[config.mk]
export PLATFORM = sky130hd
export DESIGN_NAME = sig_edge_filter_flat
export DESIGN_NICKNAME = d
export VERILOG_FILES = /design/src/rtl/edge_filter_pkg.sv /design/src/rtl/sig_edge_filter_if.sv /design/src/rtl/sig_edge_filter_sync_2ff.sv /design/src/rtl/sig_edge_filter.sv /design/src/flat_wrapper.sv
export SDC_FILE = /design/constraint.sdc
export NUM_CORES = 1
export LEC_CHECK = 0
export ABC_AREA = 1
export CAP_MARGIN = 15
export CORE_ASPECT_RATIO = 0.6
export CORE_UTILIZATION = 30
export DETAILED_ROUTE_END_ITERATION = 12
export PLACE_DENSITY = 0.49
export SYNTH_ARGS = -nofsm -noshare
export SYNTH_HDL_FRONTEND = slang
export SYNTH_HIERARCHICAL = 1
export SYNTH_SLANG_ARGS = --single-unit
[constraint.sdc]
create_clock -name clk -period 2.4 [get_ports clk]
set_input_delay 0.36 -clock clk [delete_from_list [all_inputs] [get_ports clk]]
set_output_delay 0.36 -clock clk [all_outputs]
set_load 0.02 [all_outputs]
[src/rtl/edge_filter_pkg.sv]
// Shared types and limits for the sig_edge_filter conditioning stage.
package edge_filter_pkg;

    typedef enum logic [1:0] {
        ST_LOW      = 2'd0,
        ST_CHK_HIGH = 2'd1,
        ST_HIGH     = 2'd2,
        ST_CHK_LOW  = 2'd3
    } filt_state_t;

    localparam int unsigned STABLE_MAX = 255;
    localparam int unsigned STAB_CNT_W = $clog2(STABLE_MAX + 1);

    typedef logic [STAB_CNT_W-1:0] stab_cnt_t;

endpackage

[src/rtl/sig_edge_filter_if.sv]
// Bundle of the raw input, control and conditioned outputs of sig_edge_filter.
interface sig_edge_filter_if #(
    parameter int unsigned CNT_W = 8
) ();

    logic             sig_in;
    logic             cnt_clr;
    logic             irq_en;
    logic             irq_ack;
    logic             sig_filt;
    logic             rise_pulse;
    logic             fall_pulse;
    logic [CNT_W-1:0] fall_count;
    logic             irq;

    modport master (
        output sig_in, cnt_clr, irq_en, irq_ack,
        input  sig_filt, rise_pulse, fall_pulse, fall_count, irq
    );

    modport slave (
        input  sig_in, cnt_clr, irq_en, irq_ack,
        output sig_filt, rise_pulse, fall_pulse, fall_count, irq
    );

endinterface

[src/rtl/sig_edge_filter_sync_2ff.sv]
// Two-flop level synchronizer with asynchronous active-low reset to 0.
module sync_2ff (
    input  logic clk,
    input  logic rst_n,
    input  logic d,
    output logic q
);

    logic s1_r;
    logic s2_r;

    // Metastability chain: s1 may go metastable, s2 is the clean copy.
    always_ff @(posedge clk or negedge rst_n) begin
        if (!rst_n) begin
            s1_r <= 1'b0;
            s2_r <= 1'b0;
        end else begin
            s1_r <= d;
            s2_r <= s1_r;
        end
    end

    assign q = s2_r;

endmodule

[src/rtl/sig_edge_filter.sv]
// Synchronizes and deglitches a raw level, emitting edge pulses, a saturating
// fall counter and a sticky fall interrupt.
module sig_edge_filter
    import edge_filter_pkg::*;
#(
    parameter int unsigned STABLE_CYCLES = 3,
    parameter int unsigned CNT_W         = 8
) (
    input  logic             clk,
    input  logic             rst,
    sig_edge_filter_if.slave bus
);

    localparam stab_cnt_t STAB_ONE  = stab_cnt_t'(1);
    localparam stab_cnt_t STAB_LAST = stab_cnt_t'(STABLE_CYCLES - 1);

    logic             sync_s;
    filt_state_t      state_r;
    filt_state_t      state_nxt_s;
    stab_cnt_t        stab_cnt_r;
    stab_cnt_t        stab_cnt_nxt_s;
    logic             rise_acc_s;
    logic             fall_acc_s;
    logic             sig_filt_r;
    logic             sig_filt_nxt_s;
    logic             rise_r;
    logic             fall_r;
    logic [CNT_W-1:0] count_r;
    logic [CNT_W-1:0] count_nxt_s;
    logic             irq_r;
    logic             irq_nxt_s;

    function automatic logic [CNT_W-1:0] sat_inc(input logic [CNT_W-1:0] v);
        if (v == {CNT_W{1'b1}}) begin
            return v;
        end else begin
            return v + CNT_W'(1);
        end
    endfunction

    sync_2ff u_sync (
        .clk   (clk),
        .rst_n (rst),
        .d     (bus.sig_in),
        .q     (sync_s)
    );

    // State and stability-count registers.
    always_ff @(posedge clk or negedge rst) begin
        if (!rst) begin
            state_r    <= ST_LOW;
            stab_cnt_r <= '0;
        end else begin
            state_r    <= state_nxt_s;
            stab_cnt_r <= stab_cnt_nxt_s;
        end
    end

    // Stability filter: a new level must persist for STABLE_CYCLES samples.
    always_comb begin
        state_nxt_s    = state_r;
        stab_cnt_nxt_s = stab_cnt_r;
        rise_acc_s     = 1'b0;
        fall_acc_s     = 1'b0;
        case (state_r)
            ST_LOW: begin
                if (sync_s) begin
                    if (STABLE_CYCLES == 1) begin
                        state_nxt_s    = ST_HIGH;
                        stab_cnt_nxt_s = '0;
                        rise_acc_s     = 1'b1;
                    end else begin
                        state_nxt_s    = ST_CHK_HIGH;
                        stab_cnt_nxt_s = STAB_ONE;
                    end
                end else begin
                    stab_cnt_nxt_s = '0;
                end
            end
            ST_CHK_HIGH: begin
                if (!sync_s) begin
                    state_nxt_s    = ST_LOW;
                    stab_cnt_nxt_s = '0;
                end else if (stab_cnt_r == STAB_LAST) begin
                    state_nxt_s    = ST_HIGH;
                    stab_cnt_nxt_s = '0;
                    rise_acc_s     = 1'b1;
                end else begin
                    stab_cnt_nxt_s = stab_cnt_r + STAB_ONE;
                end
            end
            ST_HIGH: begin
                if (!sync_s) begin
                    if (STABLE_CYCLES == 1) begin
                        state_nxt_s    = ST_LOW;
                        stab_cnt_nxt_s = '0;
                        fall_acc_s     = 1'b1;
                    end else begin
                        state_nxt_s    = ST_CHK_LOW;
                        stab_cnt_nxt_s = STAB_ONE;
                    end
                end else begin
                    stab_cnt_nxt_s = '0;
                end
            end
            ST_CHK_LOW: begin
                if (sync_s) begin
                    state_nxt_s    = ST_HIGH;
                    stab_cnt_nxt_s = '0;
                end else if (stab_cnt_r == STAB_LAST) begin
                    state_nxt_s    = ST_LOW;
                    stab_cnt_nxt_s = '0;
                    fall_acc_s     = 1'b1;
                end else begin
                    stab_cnt_nxt_s = stab_cnt_r + STAB_ONE;
                end
            end
            default: begin
                state_nxt_s    = ST_LOW;
                stab_cnt_nxt_s = '0;
            end
        endcase
    end

    // Output-side next values; a clear coinciding with a fall still counts it.
    always_comb begin
        sig_filt_nxt_s = sig_filt_r;
        count_nxt_s    = count_r;
        irq_nxt_s      = irq_r;
        if (rise_acc_s) begin
            sig_filt_nxt_s = 1'b1;
        end else if (fall_acc_s) begin
            sig_filt_nxt_s = 1'b0;
        end else begin
            sig_filt_nxt_s = sig_filt_r;
        end
        if (fall_acc_s) begin
            count_nxt_s = bus.cnt_clr ? CNT_W'(1) : sat_inc(count_r);
        end else if (bus.cnt_clr) begin
            count_nxt_s = '0;
        end else begin
            count_nxt_s = count_r;
        end
        if (fall_acc_s && bus.irq_en) begin
            irq_nxt_s = 1'b1;
        end else if (bus.irq_ack) begin
            irq_nxt_s = 1'b0;
        end else begin
            irq_nxt_s = irq_r;
        end
    end

    // Registered outputs.
    always_ff @(posedge clk or negedge rst) begin
        if (!rst) begin
            sig_filt_r <= 1'b0;
            rise_r     <= 1'b0;
            fall_r     <= 1'b0;
            count_r    <= '0;
            irq_r      <= 1'b0;
        end else begin
            sig_filt_r <= sig_filt_nxt_s;
            rise_r     <= rise_acc_s;
            fall_r     <= fall_acc_s;
            count_r    <= count_nxt_s;
            irq_r      <= irq_nxt_s;
        end
    end

    assign bus.sig_filt   = sig_filt_r;
    assign bus.rise_pulse = rise_r;
    assign bus.fall_pulse = fall_r;
    assign bus.fall_count = count_r;
    assign bus.irq        = irq_r;

endmodule

[src/flat_wrapper.sv]
// flat-port wrapper written by rule: the top's interface ports become plain ports
module sig_edge_filter_flat import edge_filter_pkg::*;
#(
    parameter int unsigned STABLE_CYCLES = 3,
    parameter int unsigned CNT_W         = 8
)
  (clk, rst, bus_sig_in, bus_cnt_clr, bus_irq_en, bus_irq_ack, bus_sig_filt, bus_rise_pulse, bus_fall_pulse, bus_fall_count, bus_irq);
  sig_edge_filter_if #(.CNT_W(CNT_W)) bus_i ();
  input  logic clk;
  input  logic rst;
  input wire logic [$bits(bus_i.sig_in)-1:0] bus_sig_in;
  input wire logic [$bits(bus_i.cnt_clr)-1:0] bus_cnt_clr;
  input wire logic [$bits(bus_i.irq_en)-1:0] bus_irq_en;
  input wire logic [$bits(bus_i.irq_ack)-1:0] bus_irq_ack;
  output wire logic [$bits(bus_i.sig_filt)-1:0] bus_sig_filt;
  output wire logic [$bits(bus_i.rise_pulse)-1:0] bus_rise_pulse;
  output wire logic [$bits(bus_i.fall_pulse)-1:0] bus_fall_pulse;
  output wire logic [$bits(bus_i.fall_count)-1:0] bus_fall_count;
  output wire logic [$bits(bus_i.irq)-1:0] bus_irq;
  assign bus_i.sig_in = bus_sig_in;
  assign bus_i.cnt_clr = bus_cnt_clr;
  assign bus_i.irq_en = bus_irq_en;
  assign bus_i.irq_ack = bus_irq_ack;
  assign bus_sig_filt = bus_i.sig_filt;
  assign bus_rise_pulse = bus_i.rise_pulse;
  assign bus_fall_pulse = bus_i.fall_pulse;
  assign bus_fall_count = bus_i.fall_count;
  assign bus_irq = bus_i.irq;
  sig_edge_filter #(.STABLE_CYCLES(STABLE_CYCLES), .CNT_W(CNT_W)) u_core (.clk(clk), .rst(rst), .bus(bus_i));
endmodule
# After elaboration in Yosys (flattened, before gate mapping)
# Index checks and enable logic that the tools add are counted.
# op_classes
n_addsub,2
reduce_logical,7
muxes,26
n_eq_ne,10
# ops
operator,n
2-to-1 mux 8 bit,7
one-hot mux 8 bit (4 select lines),1
"adder 8 x 1 -> 8 bit, second input constant",2
2-to-1 mux 2 bit,6
2-to-1 mux 1 bit,11
"equality test 8 x 2 -> 1 bit, second input constant",1
"equality test 8 bit, second input constant",1
one-hot mux 2 bit (4 select lines),1
"!= test 2 bit, second input constant",3
"!= test 3 x 2 -> 1 bit, second input constant",2
nonzero test 2 bit,3
"equality test 2 bit, second input constant",2
AND reduction 4 bit,1
"equality test 2 x 1 -> 1 bit, second input constant",1
zero test 2 bit,1
AND reduction 2 bit,1
logical AND 1 bit,1
# totals
word_cells,54
output_inout_bits,12
reg_bits,24

# Logic depth before layout (Yosys ltp)
# depth
depth_word,6
mapped_depth,9
ltp_nobuf,9

# Cells and area by module
# Netlist, hierarchy kept.
# by_module_without_submodules
mod,cells_per_inst,instances,seq_area_each_um2,area_each_um2
sig_edge_filter,150,1,550.5,1208.7
sync_2ff,2,1,50.0,50.0

# Least setup slack after synthesis
# Ideal clock, no wire load.
# synth_path
kind,register to register
from,"register u_core.count_r[1], in the netlist u_core/bus.fall_count[1]"
to,"register u_core.count_r[3], in the netlist u_core/bus.fall_count[3]"
period_less_slack_ps,1472
path_buffers,0
setup_slack_ps,928
path_stages_with_launch,9
setup_ps,117
arrival_time_ps,1355
cell_sequence,dfrtp_1 -> ha_1 -> nand2_1 -> nor2_2 -> nand3_1 -> nand3_4 -> nand2_1 -> nand2_1 -> nand2_1
# synth_between
elab_chain_len,4
elab_cells_between_ends,7
cone_classes,add/sub: 1; eq/ne: 2; mux: 3; reduce/logical: 1
# synth_lines
element,line_no,text
"start, declared",sig_edge_filter.sv:28,logic [CNT_W-1:0] count_r;
"start signal, assigned",sig_edge_filter.sv:165,count_r <= count_nxt_s;
adder 8 x 1 -> 8 bit,sig_edge_filter.sv:37,return v + CNT_W'(1);
2-to-1 mux 8 bit,sig_edge_filter.sv:34,if (v == {CNT_W{1'b1}}) begin
2-to-1 mux 8 bit,sig_edge_filter.sv:138,count_nxt_s = bus.cnt_clr ? CNT_W'(1) : sat_inc(count_r);
2-to-1 mux 8 bit,sig_edge_filter.sv:137,if (fall_acc_s) begin
# Parallel ways exist; a longest one is shown, timed or not. The select of a mux whose other input is x is not followed.
# A chain may end at the register's enable or synchronous reset.

# Worst setup path after layout
# layout_path
from,"register u_core.count_r[5], in the netlist u_core/bus.fall_count[5]"
to,output port bus_fall_count[5]
# layout_lines
element,line_no,text
"end, declared",flat_wrapper.sv:18,output wire logic [$bits(bus_i.fall_count)-1:0] bus_fall_count;
# No word-level cell between the ends.

==> impl_metrics.py <==
metrics = {
    "outcome": {
        "status": "finished clean",
    },
    "clocking": {
        "cts_resized": 0,
        "cts_tree": "yes",
        "path_clk_slew_ps": 80,
        "insertion_delay_ps": 260,
        "hold_buffers": 0,
        "htree_levels": 1,
        "clock_path_buffers": 2,
        "clock_sinks": 24,
        "postCtsSetupBuffers": 0,
        "cts_root_buf": "clkbuf_8",
        "cts_made_buffers": 3,
    },
    "timing": {
        "clock_skew_ps": 1.99,
        "setup_viol": 0,
        "min_period_ps": 1690,
        "hold_ws_ps": 355,
        "tightestPinTransition_ps": 420,
        "final_hold_viol_count": 0,
        "fin_crit_sh": 0.705,
        "rsz0062_at_grt": "no",
        "finalSetupTns_ps": 0,
        "relSlewSlack": 0.720,
        "maxSlewViolCount": 0,
        "max_freq_ghz": 0.591,
    },
    "yosys": {
        "yosysSeqAreaShare": 0.477,
        "synth_edf_count": 0,
        "ys.flop_type": "dfrtp_1",
        "synthTopCellsByCount": "nand2_1 (37), dfrtp_1 (24), nand3_1 (21)",
        "async_flop_share": 1.00,
        "synth_area_sq_um": 1260,
        "syn_inst": 152,
        "yosysTopAreaCell": "dfrtp_1",
        "netlist.area_leader.share": 0.477,
        "ys_warn_count": 6,
        "synthTopCellsByArea": "dfrtp_1 (48%), nand2_1 (11%), nand3_1 (8.3%), inv_1 (4.8%), nor2_1 (4.8%)",
        "yosysMostFrequentCell": "nand2_1",
        "synth_seq_cells": 24,
        "syn_avg_cell_area_sq_um": 8.28,
        "ys_types": 23,
        "synth_nets": 161,
    },
    "floorplanning": {
        "die_h_microns": 52.2,
        "std_cell_rows": 17,
        "die_width_microns": 85.6,
        "start_util": 0.329,
        "coreArea_sq_um": 3830,
        "boundaryPins": 18,
        "die_area_sq_um": 4470,
    },
    "drt": {
        "dr.pass1.iters": 4,
        "dr_total_vias": 1009,
        "vias_per_cell": 4.61,
        "drtIter0Drc": 75,
        "totalWireLength_microns": 2380,
        "drtAntennaViolNets": 0,
        "drcViolationCount": 0,
        "post_drt_wl_per_cell_microns": 10.8,
    },
    "pwr": {
        "worst_ir_drop_vdd_mv": 0.367,
        "power_frac_seq": 0.495,
        "power_density_nw_per_um2": 657,
        "sw_frac_of_total": 0.332,
        "pwr-share-comb": 0.278,
        "p_leak_nw": 0.718,
        "clkPwrFrac": 0.227,
        "switchingPower_mw": 0.334,
        "p_int_mw": 0.673,
        "fin_total_pwr_mw": 1.01,
    },
    "placed_design": {
        "dp_hpwl_microns": 1830,
        "place_area_sq_um": 1490,
        "port_buffers": 17,
        "gp_congestion": 0.765,
        "placed_cells": 216,
    },
    "cells_and_area": {
        "drive_above_1_share": 0.0930,
        "syn_to_final_growth_pct": 21.8,
        "final_area_sq_um": 1530,
        "nFillCells": 408,
        "instances_no_fill": 219,
        "n_antenna_cell": 0,
        "final_nets": 183,
    },
    "setup_path": {
        "worst_ep_arrival_time_ps": 1330,
        "cp_max_fo": 6,
        "rrSetupSlack_ps": 860,
        "r2r_end": "u_core/bus.fall_count[3]",
        "cp_top_family": "buffers and inverters",
        "max_stage_delay_ps": 630,
        "cp_num_buf_inv": 1,
        "cp_slowest_cell": "clkdlybuf4s50_1",
        "crit_type": "register to primary output",
        "critical_path_depth": 1,
        "cp-start-kind": "register",
        "required_ps": 2040,
        "r2r_cells": 8,
        "cp_cell_sequence": "clkdlybuf4s50_1",
        "startpoint": "u_core/bus.fall_count[5]",
        "r2r-start": "u_core/bus.fall_count[1]",
        "crit_path_end": "bus_fall_count[5]",
        "crit_path_end_kind": "primary output",
    },
    "grt": {
        "grt_pass1_wl_microns": 4370,
        "grt_pass1_vias": 981,
        "overflow": 0,
        "grt_max_degree": 25,
        "grt_util_all_layers": 0.129,
        "antenna_found_initial": 0,
    },
    "flow_run": {
        "maxCapViolCount": 0,
    },
    "worst_hold_path": {
        "hold_path_class": "register to register",
    },
}
-- cell usage in the layout, fill, tap and decap left out --
cell type / n
clkdlybuf4s50_1: 17
nor3b_2: 1
nor2_1: 16
nand4_1: 2
inv_1: 16
a21boi_1: 1
nand3b_1: 3
xnor2_1: 2
nand2_4: 2
nor2_4: 2
a21oi_1: 3
nand2_1: 37
clkbuf_8: 3
nand3_4: 1
o21bai_1: 1
buf_4: 1
nor2_2: 2
dfrtp_1: 24
ha_1: 3
nor3_2: 1
xor2_1: 3
o21ai_0: 6
inv_2: 3
nand3_1: 21
nor3_1: 1
-- state kept, by name, summed over array words and instances, names as in the netlist, named ones only --
| name | count |
|---|---|
| u_core/bus.rise_pulse | 1 |
| u_core/u_sync/s1_r | 1 |
| u_core/stab_cnt_r | 8 |
| u_core/bus.fall_count | 8 |
| u_core/bus.sig_filt | 1 |
| u_core/u_sync/q | 1 |
| u_core/bus.fall_pulse | 1 |
| u_core/bus.irq | 1 |
| u_core/state_r | 1 |
-- worst register-to-register path, cell delays in order (launching register included) --
cell	delay [ps]
dfrtp_1	410
ha_1	210
nand2_1	110
nor2_2	170
nand3_1	150
nand3_4	160
nand2_1	90
nand2_1	90
nand2_1	50
-- logic make-up after synthesis --
group / after synthesis / synth area share
adder cells (fa/ha/maj): 3 / 0.0298
flip-flops: 24 / 0.477
buffers and inverters: 20 / 0.0596
AND/OR/NAND/NOR: 89 / 0.351
XOR/XNOR: 5 / 0.0348
AO/OA/AOI/OAI: 11 / 0.0477
-- per-layer routing --
| layer | vias up | global-route usage | wire [microns] |
|---|---|---|---|
| met5 | - | 0 | 0 |
| met4 | 0 | 0.0306 | 9 |
| met3 | 2 | 0.0488 | 136 |
| met2 | 21 | 0.189 | 943 |
| met1 | 461 | 0.178 | 1290 |
| li1 | 525 | - | - |
-- worst min-delay path by stage --
stage | start | end | slack (ps) | cells after the start
2_1_floorplan | rst | async pin | 60 | 0
3_3_place_gp | u_core/u_sync/s1_r | u_core/u_sync/q | 340 | 0
3_5_place_dp | u_core/u_sync/s1_r | u_core/u_sync/q | 340 | 0
4_1_cts | u_core/u_sync/s1_r | u_core/u_sync/q | 360 | 0
5_1_grt | u_core/u_sync/s1_r | u_core/u_sync/q | 380 | 0
6_report | u_core/u_sync/s1_r | u_core/u_sync/q | 350 | 0
-- final cells by class --
type,count,area [sq um],share of cell area
inverters,19,71.3,0.0465
flip-flops and latches,24,601,0.392
multi-input cells,108,583,0.380
clock buffers,3,41.3,0.0269
well taps,47,58.8,0.0384
repair buffers,18,178,0.116
-- power groups by stage --
stage	registers, mW	logic (mW)	clock network [mW]
after floorplan	0.512	0.195	0
after global placement	0.506	0.283	0
after detailed placement	0.506	0.284	0
after CTS	0.499	0.285	0.245
after global routing	0.509	0.324	0.261
final	0.499	0.280	0.229
-- stage by stage --
step	util	setup WS [ps]
detailed placement	0.390	810
finish	0.400	708
global route	0.400	620
floorplan	-	928
CTS	0.400	686
global placement	0.390	849
Note: power is estimated with default switching activity, not from simulation.
